### config.mk
export PLATFORM = sky130hd
export DESIGN_NAME = carry_lookahead_adder_16
export DESIGN_NICKNAME = d
export VERILOG_FILES = /design/src/rtl/carry_lookahead_adder_16.sv
export SDC_FILE = /design/constraint.sdc
export NUM_CORES = 1
export LEC_CHECK = 0
export CAP_MARGIN = 20
export CORE_MARGIN = 3
export CORE_UTILIZATION = 35
export CTS_CLUSTER_SIZE = 28
export DETAILED_ROUTE_END_ITERATION = 10
export GPL_TIMING_DRIVEN = 0
export PLACE_DENSITY_LB_ADDON = 0.08
export SYNTH_ARGS = -nofsm -noshare
export SYNTH_HDL_FRONTEND = slang
export SYNTH_SLANG_ARGS = --single-unit
### constraint.sdc
create_clock -name clk -period 0.8 [get_ports clk]
set_input_delay 0.12 -clock clk [delete_from_list [all_inputs] [get_ports clk]]
set_output_delay 0.12 -clock clk [all_outputs]
set_load 0.1 [all_outputs]
### src/rtl/carry_lookahead_adder_16.sv
// Registered 16-bit two-level carry-lookahead adder: {Cout, S} <= X + Y + Cin.
// Four 4-bit CLA blocks feed a second-level lookahead unit; only the result register drives outputs.

module cla_block_4 (
  input  logic [3:0] g,
  input  logic [3:0] p,
  input  logic       cin,
  output logic [3:0] c,
  output logic       group_g,
  output logic       group_p
);

  // Every in-block carry is a flat sum-of-products from cin, so no ripple exists inside a block.
  assign c[0] = cin;
  assign c[1] = g[0]
              | (p[0] & cin);
  assign c[2] = g[1]
              | (p[1] & g[0])
              | (p[1] & p[0] & cin);
  assign c[3] = g[2]
              | (p[2] & g[1])
              | (p[2] & p[1] & g[0])
              | (p[2] & p[1] & p[0] & cin);

  assign group_g = g[3]
                 | (p[3] & g[2])
                 | (p[3] & p[2] & g[1])
                 | (p[3] & p[2] & p[1] & g[0]);

  assign group_p = p[3] & p[2] & p[1] & p[0];

endmodule

module cla_lookahead_unit (
  input  logic [3:0] grp_g,
  input  logic [3:0] grp_p,
  input  logic       cin,
  output logic       c4,
  output logic       c8,
  output logic       c12,
  output logic       c16
);

  assign c4  = grp_g[0]
             | (grp_p[0] & cin);

  assign c8  = grp_g[1]
             | (grp_p[1] & grp_g[0])
             | (grp_p[1] & grp_p[0] & cin);

  assign c12 = grp_g[2]
             | (grp_p[2] & grp_g[1])
             | (grp_p[2] & grp_p[1] & grp_g[0])
             | (grp_p[2] & grp_p[1] & grp_p[0] & cin);

  assign c16 = grp_g[3]
             | (grp_p[3] & grp_g[2])
             | (grp_p[3] & grp_p[2] & grp_g[1])
             | (grp_p[3] & grp_p[2] & grp_p[1] & grp_g[0])
             | (grp_p[3] & grp_p[2] & grp_p[1] & grp_p[0] & cin);

endmodule

module carry_lookahead_adder_16 (
  input  logic        clk,
  input  logic        rst_n,
  input  logic [15:0] X,
  input  logic [15:0] Y,
  input  logic        Cin,
  output logic [15:0] S,
  output logic        Cout
);

  logic [15:0] bit_g;
  logic [15:0] bit_p;
  logic [15:0] bit_c;
  logic [3:0]  grp_g;
  logic [3:0]  grp_p;
  logic [3:0]  block_cin;
  logic        c4;
  logic        c8;
  logic        c12;
  logic        c16;
  logic [16:0] result_d;
  logic [16:0] result_q;

  assign bit_g = X & Y;
  assign bit_p = X ^ Y;

  // Block carry-ins come only from the second lookahead level, never from a neighbouring block.
  assign block_cin = {c12, c8, c4, Cin};

  for (genvar k = 0; k < 4; k++) begin : g_block
    cla_block_4 u_block (
      .g       (bit_g[4*k +: 4]),
      .p       (bit_p[4*k +: 4]),
      .cin     (block_cin[k]),
      .c       (bit_c[4*k +: 4]),
      .group_g (grp_g[k]),
      .group_p (grp_p[k])
    );
  end

  cla_lookahead_unit u_lookahead (
    .grp_g (grp_g),
    .grp_p (grp_p),
    .cin   (Cin),
    .c4    (c4),
    .c8    (c8),
    .c12   (c12),
    .c16   (c16)
  );

  always_comb begin
    result_d = {c16, bit_p ^ bit_c};
  end

  always_ff @(posedge clk or negedge rst_n) begin
    if (!rst_n) begin
      result_q <= 17'h0_0000;
    end else begin
      result_q <= result_d;
    end
  end

  assign S    = result_q[15:0];
  assign Cout = result_q[16];

endmodule

# --- Word-level counts from Yosys, hierarchy flattened ---
# Index checks and enable logic that the tools add are counted.
op_classes:
  n_bitwise: 125
op_table:
  columns: ["operator", "count"]
  rows:
  - ["$and 1x1->1", 76]
  - ["$or 1x1->1", 46]
  - ["$xor 16x16->16", 2]
  - ["$and 16x16->16", 1]
word_totals:
  ff_bits: 17
  in_bits: 35
  output_inout_bits: 17
  wordCells: 126

# --- Longest topological paths before layout ---
# Gate-level depths: netlist of run 1.
depth:
  word_depth: 12
  depth_mapped: 8
  mapped_depth_nobuf: 8

# --- Hierarchy ---
# A second synthesis of run 1 with hierarchy kept.
unflattened:
  cells_unflattened: 94
  area_unflattened_um2: 1069.8
by_module_without_submodules:
  columns: ["mod", "instances", "cells_each", "area_each_um2", "seq_area_each_um2"]
  rows:
  - ["carry_lookahead_adder_16", 1, 49, 765.7, 425.4]
  - ["cla_block_4", 4, 10, 66.3, 0.0]
  - ["cla_lookahead_unit", 1, 5, 38.8, 0.0]

# --- Least setup slack after synthesis of run 1 ---
# No wires, ideal clock.
synth_path:
  path_type: "input to register"
  startpoint: "input X[9]"
  endpoint: "register result_q[13]"
  setup_time_ps: 124
  arrival_time_ps: 1824
  required_ps: 676
  setup_slack_ps: -1148
  stages: 8
  path_buffers: 0
  cell_sequence: "ha_1 -> and3_1 -> a221oi_1 -> o21ai_0 -> o21ai_1 -> nand2b_1 -> fa_1 -> xor2_1"
synth_between:
  elab_chain_len: 10
synth_lines:
  columns: ["item", "line", "source"]
  rows:
  - ["start: declaration", "67", "input logic [15:0] X,"]
  - ["$and 16x16->16 or $xor 16x16->16 (tied branches)", "87, 88", null]
  - ["$and 1x1->1 (on tied branches)", "27, 28, 30", null]
  - ["$or 1x1->1 (tied with other cells)", "27", "| (p[3] & p[2] & g[1])"]
  - ["$or 1x1->1 (tied with other cells)", "28", "| (p[3] & p[2] & p[1] & g[0]);"]
  - ["$or 1x1->1 (tied with other cells)", "52", "| (grp_p[2] & grp_g[1])"]
  - ["$or 1x1->1 or $and 1x1->1 (tied branches)", "53, 54", null]
  - ["$or 1x1->1 *", "54", "| (grp_p[2] & grp_p[1] & grp_p[0] & cin);"]
  - ["$and 1x1->1 *", "16", "| (p[0] & cin);"]
  - ["$or 1x1->1 *", "16", null]
  - ["$xor 16x16->16 *", "115", "result_d = {c16, bit_p ^ bit_c};"]
  - ["named net result_d[13]", "84", "logic [16:0] result_d;"]
  - ["end signal: assignment", "122", "result_q <= result_d;"]
  - ["end: declaration", "85", "logic [16:0] result_q;"]
# The timed path passes the listed nets; every way through them passes the cells marked *.

# --- Worst setup path in the final report of run 1 ---
layout_path:
  startpoint: "input Y[7]"
  endpoint: "register result_q[13]"
layout_between:
  elab_chain_len: 12
layout_lines:
  columns: ["item", "line", "source"]
  rows:
  - ["start: declaration", "68", "input logic [15:0] Y,"]
  - ["$xor 16x16->16", "88", "assign bit_p = X ^ Y;"]
  - ["$and 1x1->1 (on tied branches)", null, null]
  - ["$or 1x1->1 (tied with other cells)", "26", "| (p[3] & g[2])"]
  - ["$or 1x1->1 or $and 1x1->1 (tied branches)", "27, 28", null]
  - ["$or 1x1->1", "28", null]
  - ["$and 1x1->1", "52", null]
  - ["$or 1x1->1", "52", null]
  - ["$or 1x1->1", "53", "| (grp_p[2] & grp_p[1] & grp_g[0])"]
  - ["$or 1x1->1 *", "54", null]
  - ["$and 1x1->1 *", "16", null]
  - ["$or 1x1->1 *", "16", null]
  - ["$xor 16x16->16 *", "115", null]
  - ["named net result_d[13]", "84", null]
# Marks and branches as above.

==> results.cfg, run 1 <==
[cts]
worst_setup_hold_path_clk_slew_ns = 0.10
tritoncts = built
cts.sink_count = 17
clock_tree.htree_level_count = 1
cts.root.buffer_cell = sky130_fd_sc_hd__clkbuf_4
numCtsBuffers = 3
cts_max_path_buffers = 2

[route]
totalWireLength_mm = 2.91
via_count = 1028
first_pass_iters = 3
drt_first_iter_violations = 14
drc_errors = 0
wl_per_cell_um = 13.7
post_drt_via_cell_ratio = 4.85
postRouteAntennaNets = 0

[status]
status = finished, violations left
violations_in_the_final_reports = hold timing, setup timing

[timing]
final_max_slew_viol_count = 0
worstMarginPinSlew_ns = 0.751
max_freq_mhz = 599
setup_viol = 32
worst_hold_margin_ns = -0.00715
final_min_period_over_clock_period_pct = 209
period_needed_ns = 1.67
grt_setup_unrepaired = true
report.final.hold_viol_count = 9
slew-limit-headroom_pct = 50.0
setup_slack_ns = -0.870

[setup_path]
kind_of_capture_point_of_the_worst_setup_path = flop
source_of_the_critical_timing_path = Y[7]
worst_path_largest_cell_delay_ns = 0.34
cell_at_the_slowest_stage_of_the_critical_path = sky130_fd_sc_hd__fa_2
worst-path-max-fanout = 3
critical_path.most_common_cell = sky130_fd_sc_hd__o21ai_2
startpoint_type = primary input
critPathTopFamily = compound AO/OA/AOI/OAI gates
worst-endpoint-required_ns = 0.98
critical_path.n_buffers_inverters = 1
worst-setup-path-type = primary input to flop
worst-endpoint-arrival_ns = 1.85
crit_chain = buf_6 > ha_4 > a21o_1 > a221oi_4 > o21ai_2 > o21ai_2 > nand2b_1 > fa_2 > xor2_1

[layout]
antenna_cells = 0
area_growth_pct = 98.4
layout-drive-gt1-share_pct = 66.5
largest_register_ffs = 17
top_register = result_q
largestRegisters = result_q: 17 flops
finish.net_count = 226
final_cells = 212

[floorplanning]
start_util_pct = 38.4
placementRows = 19
ioPinCount = 52
die-area_um2 = 3890
die-width_um = 62.4
die_h_um = 62.4
placeableCoreArea_um2 = 2900

[power]
total_leakage_power_nw = 0.934
vdd.ir_drop.worst_mv = 1.22
power_w = 0.00456
power.combinational.fraction_pct = 64.2
power.share.sequential_pct = 25.4
switching_share_pct = 49.8
p_per_area_nw_per_um2 = 2070
power.net_switching_w = 0.00227
p_clk_share_pct = 10.4
internal_power_w = 0.00229

[yosys]
synthCells = 96
post_synth_num_cell_types = 31
yosysSeqAreaShare_pct = 38.2
compound_gate_fraction_of_synth_area_pct = 16.8
synthMuxAreaShare_pct = 0
synth.avg_cell_area_um2 = 11.6
ys.warnings.count = 0
dominant_combinational_cell_family_by_area_after_synthesis = adder cells
netlist_area_um2 = 1110
synth-adder-area-share_pct = 25.2
synthXorXnorAreaFrac_pct = 7.87
number_of_synthesized_register_bits = 17
mappedNetlistNets = 151
synthSimpleGateAreaFrac_pct = 8.89

[grt]
grt_pass1_wl_mm = 4.64
globalRouteOverflowTotal = 0
grt_pass1_vias = 1055
grt_start_max_net_pins = 18
antenna_violations_before_repair = 0
track_usage_pct = 14.7

[place]
hpwlAfterDp_mm = 2.03
place.detailed.instances = 189
port_buffers = 51
place_congestion = 0.726

[flow_run]
cap_violations = 0

[worst_hold_path]
hold_path.class = primary input to async pin
-- metrics by stage --
step	utilization, %	TNS (ns)	cell area [µm²]	setup WS [ns]
6_report	76.1	-12.76	2210	-0.870
5_1_grt	76.1	-13.94	2210	-0.935
4_1_cts	71.6	-12.21	2080	-0.806
3_5_place_dp	63.0	-41.03	1830	-1.69
3_3_place_gp	63.0	-39.87	1830	-1.67
2_1_floorplan	-	-10.34	1260	-0.978
-- power groups by stage --
stage | sequential [W] | clock, W | combinational, W
after floorplan | 0.00245 | 0 | 0.000516
after global placement | 0.00112 | 0 | 0.00250
after detailed placement | 0.00113 | 0 | 0.00252
after CTS | 0.00116 | 0.000489 | 0.00277
after global routing | 0.00118 | 0.000532 | 0.00306
final | 0.00116 | 0.000472 | 0.00293
-- layout by cell type (no fill, tap or decap), types with 2 or more instances in the layout --
cell / synthesis / routed
sky130_fd_sc_hd__a21o_1: 3 / 3
sky130_fd_sc_hd__buf_6: 0 / 23
sky130_fd_sc_hd__o21ai_2: 0 / 2
sky130_fd_sc_hd__ha_1: 16 / 4
sky130_fd_sc_hd__clkbuf_2: 0 / 2
sky130_fd_sc_hd__buf_4: 0 / 15
sky130_fd_sc_hd__o21a_1: 2 / 2
sky130_fd_sc_hd__inv_1: 9 / 7
sky130_fd_sc_hd__and2_4: 2 / 3
sky130_fd_sc_hd__dlygate4sd2_1: 0 / 9
sky130_fd_sc_hd__nand3_4: 0 / 2
sky130_fd_sc_hd__nor2_1: 6 / 3
sky130_fd_sc_hd__ha_2: 0 / 2
sky130_fd_sc_hd__buf_8: 0 / 10
sky130_fd_sc_hd__xnor2_1: 6 / 6
sky130_fd_sc_hd__buf_2: 0 / 3
sky130_fd_sc_hd__clkbuf_4: 0 / 3
sky130_fd_sc_hd__xor2_1: 4 / 4
sky130_fd_sc_hd__nor2_2: 0 / 3
sky130_fd_sc_hd__nor3_1: 2 / 2
sky130_fd_sc_hd__clkdlybuf4s50_1: 0 / 6
sky130_fd_sc_hd__a221oi_4: 0 / 2
sky130_fd_sc_hd__fa_2: 0 / 4
sky130_fd_sc_hd__dfrtp_2: 0 / 16
sky130_fd_sc_hd__a21oi_4: 0 / 2
sky130_fd_sc_hd__ha_4: 0 / 10
-- what timing repair did --
item,CTS,global route
endpoints found under the hold margin,0,0
setup buffers,12,8
setup endpoints to repair,51,32
resized for setup,233,20
hold buffers,0,0
pin swaps,34,18
-- worst paths after layout --
check,end,slack [ns],cells past startpoint
max,result_q[13]$_DFF_PN0_,-0.87,9
min,result_q[0]$_DFF_PN0_,-0.007,1
max in group asynchronous,result_q[8]$_DFF_PN0_,0.28,1
min in group clk,result_q[8]$_DFF_PN0_,0.13,2
-- area by class of cell --
| class | instances | area (µm²) |
|---|---|---|
| Tap cell | 42 | 52.6 |
| Multi-Input combinational cell | 70 | 935 |
| Inverter | 9 | 41.3 |
| Sequential cell | 17 | 445 |
| Timing Repair Buffer | 70 | 707 |
| Clock buffer | 4 | 26.3 |
| Fill cell | 199 | 693 |
-- synthesized netlist by cell type --
cell type	n	area share (%)
sky130_fd_sc_hd__a2111oi_2	1	1.3
sky130_fd_sc_hd__a211oi_1	1	0.68
sky130_fd_sc_hd__a211oi_2	1	1.1
sky130_fd_sc_hd__a21o_1	3	2.0
sky130_fd_sc_hd__a21oi_1	3	1.3
sky130_fd_sc_hd__a221o_1	1	0.90
sky130_fd_sc_hd__a221oi_1	1	0.79
sky130_fd_sc_hd__a221oi_2	1	1.3
sky130_fd_sc_hd__a311o_2	1	1.0
sky130_fd_sc_hd__and2_1	1	0.56
sky130_fd_sc_hd__and2_4	2	1.6
sky130_fd_sc_hd__and3_1	1	0.56
sky130_fd_sc_hd__dfrtp_1	17	38
sky130_fd_sc_hd__fa_1	4	7.2
sky130_fd_sc_hd__ha_1	16	18
sky130_fd_sc_hd__inv_1	9	3.0
sky130_fd_sc_hd__nand2_1	2	0.68
sky130_fd_sc_hd__nand2b_1	1	0.56
sky130_fd_sc_hd__nand3_1	2	0.90
sky130_fd_sc_hd__nor2_1	6	2.0
sky130_fd_sc_hd__nor2b_1	1	0.56
sky130_fd_sc_hd__nor3_1	2	0.90
sky130_fd_sc_hd__o21a_1	2	1.3
sky130_fd_sc_hd__o21ai_0	2	0.90
sky130_fd_sc_hd__o21ai_1	1	0.45
sky130_fd_sc_hd__o21bai_1	1	0.68
sky130_fd_sc_hd__o311a_1	1	0.90
sky130_fd_sc_hd__o31ai_4	1	1.9
sky130_fd_sc_hd__or3_1	1	0.56
sky130_fd_sc_hd__xnor2_1	6	4.7
sky130_fd_sc_hd__xor2_1	4	3.1
-- layer usage --
metal  vias up  routed length (µm)  track usage [%]  part of all wire [%]
met5         -                   0                0                     0
met4         0                  18             5.79                  0.62
met3         2                 169             3.24                   5.8
met2        31                1600             25.8                    55
met1       507                1120             17.3                    38
li1        488                   -                -                     -
-- cells by family after synthesis --
group | after synthesis
AOI/OAI and AO/OA | 21
buffers and inverters | 9
and+or+nand+nor | 19
DFF | 17
xor gates and xnor gates | 10
adders and majority gates | 20
Power figures use the tool's default switching activity.
==> inputs of run 2 (changes only) <==
- CAP_MARGIN: 20 -> unset
- PLACE_DENSITY: unset -> 0.71
- PLACE_DENSITY_LB_ADDON: 0.08 -> unset
==> run 2 against run 1 <==
Net effect:
- the run still ends with hold timing, setup timing left
- sequential share of layout area up 0.20 points
- first-iteration DRC count up 120%
- die area unchanged
- largest power group unchanged
- total power down 0.48%
- sequential cell count unchanged
- maximum frequency up 4.7%
- wire length down 0.45%
- final cell count unchanged
- critical path type unchanged
- critical path depth unchanged
==> results.cfg, run 2 (synthesis results as in run 1) <==
[setup_path]
worst_path_largest_cell_delay_ns = 0.34
worst-setup-path-type = primary input to flop
worst-endpoint-required_ns = 0.98
startpoint_type = primary input
cell_at_the_slowest_stage_of_the_critical_path = sky130_fd_sc_hd__fa_2
critPathTopFamily = adder cells
critical_path.most_common_cell = sky130_fd_sc_hd__o21ai_2
source_of_the_critical_timing_path = X[9]
worst-endpoint-arrival_ns = 1.78
kind_of_capture_point_of_the_worst_setup_path = flop
critical_path.n_buffers_inverters = 1
worst-path-max-fanout = 4
crit_cells = 9
crit_chain = buf_6 > ha_4 > and3_4 > a221oi_4 > o21ai_2 > o21ai_2 > nand2b_1 > fa_2 > xor2_1

[grt]
grt_start_max_net_pins = 18
globalRouteOverflowTotal = 0
grt_pass1_vias = 1105
grt_pass1_wl_mm = 4.73
antenna_violations_before_repair = 0
track_usage_pct = 15.3

[route]
wl_per_cell_um = 13.7
totalWireLength_mm = 2.90
postRouteAntennaNets = 0
post_drt_via_cell_ratio = 4.74
drt_first_iter_violations = 31
first_pass_iters = 5
via_count = 1004
drc_errors = 0

[place]
hpwlAfterDp_mm = 2.13
port_buffers = 51
place_congestion = 0.798
placement.cell_area_um2 = 1830

[layout]
largestRegisters = result_q: 17 flops
mostFrequentLayoutCells = sky130_fd_sc_hd__buf_6, sky130_fd_sc_hd__dfrtp_2, sky130_fd_sc_hd__buf_4, sky130_fd_sc_hd__ha_4, sky130_fd_sc_hd__buf_8
layout.cells.most_common = sky130_fd_sc_hd__buf_6
antenna_cells = 0
layout-drive-gt1-share_pct = 66.5
area_growth_pct = 96.5
finish.net_count = 226
largest_register_ffs = 17
stdcell_area_um2 = 2190
top_register = result_q

[worst_hold_path]
hold_path.class = primary input to async pin

[floorplanning]
die-width_um = 62.4
placeableCoreArea_um2 = 2900
die_h_um = 62.4
placementRows = 19
ioPinCount = 52
die-area_um2 = 3890
start_util_pct = 38.4

[timing]
max_freq_mhz = 627
final_max_slew_viol_count = 0
worst_hold_margin_ns = -0.000298
worstMarginPinSlew_ns = 0.741
report.final.hold_viol_count = 1
final_min_period_over_clock_period_pct = 199
setup_slack_ns = -0.796
slew-limit-headroom_pct = 50.6
period_needed_ns = 1.60
grt_setup_unrepaired = true
setup_viol = 32

[status]
status = finished, violations left
violations_in_the_final_reports = hold timing, setup timing

[power]
power_w = 0.00454
total_leakage_power_nw = 0.927
p_per_area_nw_per_um2 = 2080
vdd.ir_drop.worst_mv = 0.790

[cts]
clock_tree.htree_level_count = 1
cts.sink_count = 17
cts.root.buffer_cell = sky130_fd_sc_hd__clkbuf_4
tritoncts = built
post_cts_hold_buffer_count = 0
worst_setup_hold_path_clk_slew_ns = 0.10
numCtsBuffers = 3
cts_max_path_buffers = 2

[flow_run]
cap_violations = 0
==> run 2: cell count changes in the layout (fill, tap and decap cells not counted), moves of 2 or more <==
cell,before,now
sky130_fd_sc_hd__nor2_2,3,1
sky130_fd_sc_hd__dlygate4sd2_1,9,4
sky130_fd_sc_hd__nor2_1,3,5
sky130_fd_sc_hd__buf_2,3,6
sky130_fd_sc_hd__clkdlybuf4s15_1,1,3
==> run 2: final cells by class <==
| cell class | instances | area [µm²] |
|---|---|---|
| Inverter | 9 | 41.3 |
| Sequential cell | 17 | 445 |
| Multi-Input combinational cell | 70 | 920 |
| Fill cell | 215 | 714 |
| Clock buffer | 4 | 26.3 |
| Timing Repair Buffer | 70 | 701 |
| Tap cell | 42 | 52.6 |
==> run 2: final timing paths <==
path,to,slack [ns]
worst max-delay path,result_q[13]$_DFF_PN0_,-0.80
min in group clk,result_q[8]$_DFF_PN0_,0.13
max in group asynchronous,result_q[11]$_DFF_PN0_,0.29
worst min-delay path,result_q[13]$_DFF_PN0_,-0.0003
==> run 2: metrics by stage <==
| stage | instances | setup TNS [ns] | util (%) | setup WS (ns) |
|---|---|---|---|---|
| 2_1_floorplan | 96 | -10.34 | - | -0.978 |
| 3_3_place_gp | 189 | -39.54 | 63.0 | -1.67 |
| 3_5_place_dp | 189 | -40.15 | 63.0 | -1.69 |
| 4_1_cts | 208 | -12.36 | 73.1 | -0.789 |
| 5_1_grt | 212 | -13.87 | 75.4 | -0.854 |
| 6_report | 212 | -12.83 | 75.4 | -0.796 |
==> run 2: what timing repair did <==
action | in CTS | in global routing
endpoints found under the setup margin | 51 | 33
pin swaps | 35 | 13
gates cloned | 0 | 0
buffers inserted | 15 | 4
resized for setup | 243 | 13
==> run 2: routing by layer <==
metal | vias up | wire [µm] | track usage, %
met3 | 2 | 156 | 3.24
li1 | 485 | - | -
met5 | - | 0 | 0
met2 | 35 | 1650 | 30.1
met1 | 482 | 1050 | 14.4
met4 | 0 | 39 | 8.26
==> run 2: power breakdown <==
| part | internal (W) | switching (W) |
|---|---|---|
| registers | 0.00106 | 0.0000971 |
| clock network | 0.000193 | 0.000259 |
| logic | 0.00104 | 0.00189 |
| total | 0.00229 | 0.00225 |
==> inputs of run 3 (changes only) <==
- PLACE_DENSITY: 0.71 -> 0.74
- clock period: 0.8 -> 1.4 ns (I/O delays scaled with it)
==> run 3 against run 2 <==
Net effect:
- the flow finishes with violations (setup timing)
- non-clock buffer count shrank 2
- wire length grew 4.2%
- sequential power shrank 47%
- via count shrank 1.5%
- sequential cell count is the same
- combinational power shrank 49%
- final area shrank 7.0%
- critical path depth is the same
==> results.cfg, run 3 (synthesis results as in run 1) <==
[cts]
worst_setup_hold_path_clk_slew_ns = 0.10
cts.root.buffer_cell = sky130_fd_sc_hd__clkbuf_4
cts.sink_count = 17
tritoncts = built
clock_tree.htree_level_count = 1
numCtsBuffers = 3
cts_max_path_buffers = 2

[layout]
fillers = 241
mostFrequentLayoutCells = sky130_fd_sc_hd__buf_2, sky130_fd_sc_hd__dfrtp_1, sky130_fd_sc_hd__buf_4, sky130_fd_sc_hd__ha_4, sky130_fd_sc_hd__buf_6
top_register = result_q
stdcell_area_um2 = 2030
largest_register_ffs = 17
antenna_cells = 0
layout-drive-gt1-share_pct = 54.8
finish.net_count = 224
largestRegisters = result_q: 17 flops
area_growth_pct = 82.8
layout.cells.most_common = sky130_fd_sc_hd__buf_2
postLayoutCoreUtil_pct = 70.1

[power]
p_per_area_nw_per_um2 = 1170
switching_share_pct = 52.7
power.share.sequential_pct = 25.7
power.combinational.fraction_pct = 63.2
p_clk_share_pct = 11.1
internal_power_w = 0.00112
power.net_switching_w = 0.00125
vdd.ir_drop.worst_mv = 0.493
total_leakage_power_nw = 0.901

[timing]
worstMarginPinSlew_ns = 0.763
final_min_period_over_clock_period_pct = 123
setup_slack_ns = -0.327
max_freq_mhz = 579
setup_viol = 11
period_needed_ns = 1.73
report.final.hold_viol_count = 0
final_max_slew_viol_count = 0
grt_setup_unrepaired = true
slew-limit-headroom_pct = 49.0

[grt]
grt_start_max_net_pins = 18
grt_use_met3_pct = 3.24
grt_use_met2_pct = 33.2
grt_max_usage_layer = met2
globalRouteMet1Util_pct = 16.3
antenna_violations_before_repair = 0
grt_pass1_vias = 1125
grt_pass1_wl_mm = 5.02
globalRouteOverflowTotal = 0
track_usage_pct = 15.9

[setup_path]
worst-setup-path-type = primary input to flop
worst-endpoint-required_ns = 1.58
worst-path-max-fanout = 3
kind_of_capture_point_of_the_worst_setup_path = flop
worst-endpoint-arrival_ns = 1.91
startpoint_type = primary input

[route]
post_drt_via_cell_ratio = 4.71
drt_first_iter_violations = 15
via_count = 989
first_pass_iters = 4
totalWireLength_mm = 3.02
postRouteAntennaNets = 0
wl_per_cell_um = 14.4
drc_errors = 0

[status]
status = finished, violations left
violations_in_the_final_reports = setup timing

[floorplanning]
placementRows = 19
die_h_um = 62.4
ioPinCount = 52
placeableCoreArea_um2 = 2900
die-area_um2 = 3890
die-width_um = 62.4
start_util_pct = 38.4

[place]
place_congestion = 0.771
port_buffers = 51
placement.cell_area_um2 = 1780
hpwlAfterDp_mm = 2.14

[worst_hold_path]
hold_path.class = primary input to flop
worst_hold_path.num_cells = 2

[flow_run]
cap_violations = 0
==> run 3: what timing repair did <==
item / in CTS / in global routing
pin swaps: 29 / 14
buffers inserted: 13 / 4
hold buffers: 0 / 0
endpoints found under the setup margin: 31 / 27
endpoints found under the hold margin: 0 / 0
gates resized for setup: 149 / 55
cloned: 0 / 0
==> run 3: through the flow <==
stage | total power [W] | TNS [ns] | cells | worst slack (ns) | hold WS [ns]
after floorplan | 0.00167 | -3.09 | 96 | -0.468 | -0.0856
after global placement | 0.00204 | -15.74 | 189 | -1.17 | 0.697
after detailed placement | 0.00206 | -16.15 | 189 | -1.19 | 0.709
after CTS | 0.00237 | -1.99 | 206 | -0.281 | 0.219
after global routing | 0.00249 | -2.42 | 210 | -0.366 | 0.217
final | 0.00237 | -2.04 | 210 | -0.327 | 0.228
==> run 3: power by group through the flow <==
stage               Sequential, W  Combinational (W)  Clock (W)
finish                   0.000610            0.00150   0.000262
global route             0.000622            0.00157   0.000299
CTS                      0.000616            0.00148   0.000272
detailed placement       0.000627            0.00143          0
global placement         0.000625            0.00142          0
floorplan                 0.00138           0.000289          0
==> run 3: worst max-delay path: stages <==
cell	delay (ns)
sky130_fd_sc_hd__buf_6	0.10
sky130_fd_sc_hd__ha_4	0.23
sky130_fd_sc_hd__and3_4	0.20
sky130_fd_sc_hd__a221oi_4	0.31
sky130_fd_sc_hd__o21ai_2	0.11
sky130_fd_sc_hd__o21ai_2	0.17
sky130_fd_sc_hd__nand2b_1	0.09
sky130_fd_sc_hd__fa_2	0.34
sky130_fd_sc_hd__xor2_1	0.14
==> run 3: layout make-up <==
type,count,area [µm²],share of cell area [%]
Multi-Input combinational cell,70,931,45.8
Timing Repair Buffer,68,564,27.8
Sequential cell,17,425,20.9
Tap cell,42,52.6,2.58
Inverter,9,33.8,1.66
Clock buffer,4,26.3,1.29
==> run 3: path summary, 6_finish.rpt <==
| path | start | to | slack, ns |
|---|---|---|---|
| worst max-delay path | X[9] | result_q[13]$_DFF_PN0_ | -0.33 |
| worst min-delay path | Y[8] | result_q[8]$_DFF_PN0_ | 0.23 |
| max in group asynchronous | rst_n | result_q[6]$_DFF_PN0_ | 0.56 |
| min in group asynchronous | rst_n | result_q[4]$_DFF_PN0_ | 0.37 |
==> run 3: per-layer routing <==
metal	wire length [µm]	share of wire, %
met1	1170	39
met2	1720	57
met3	137	4.5
met4	0	0
met5	0	0
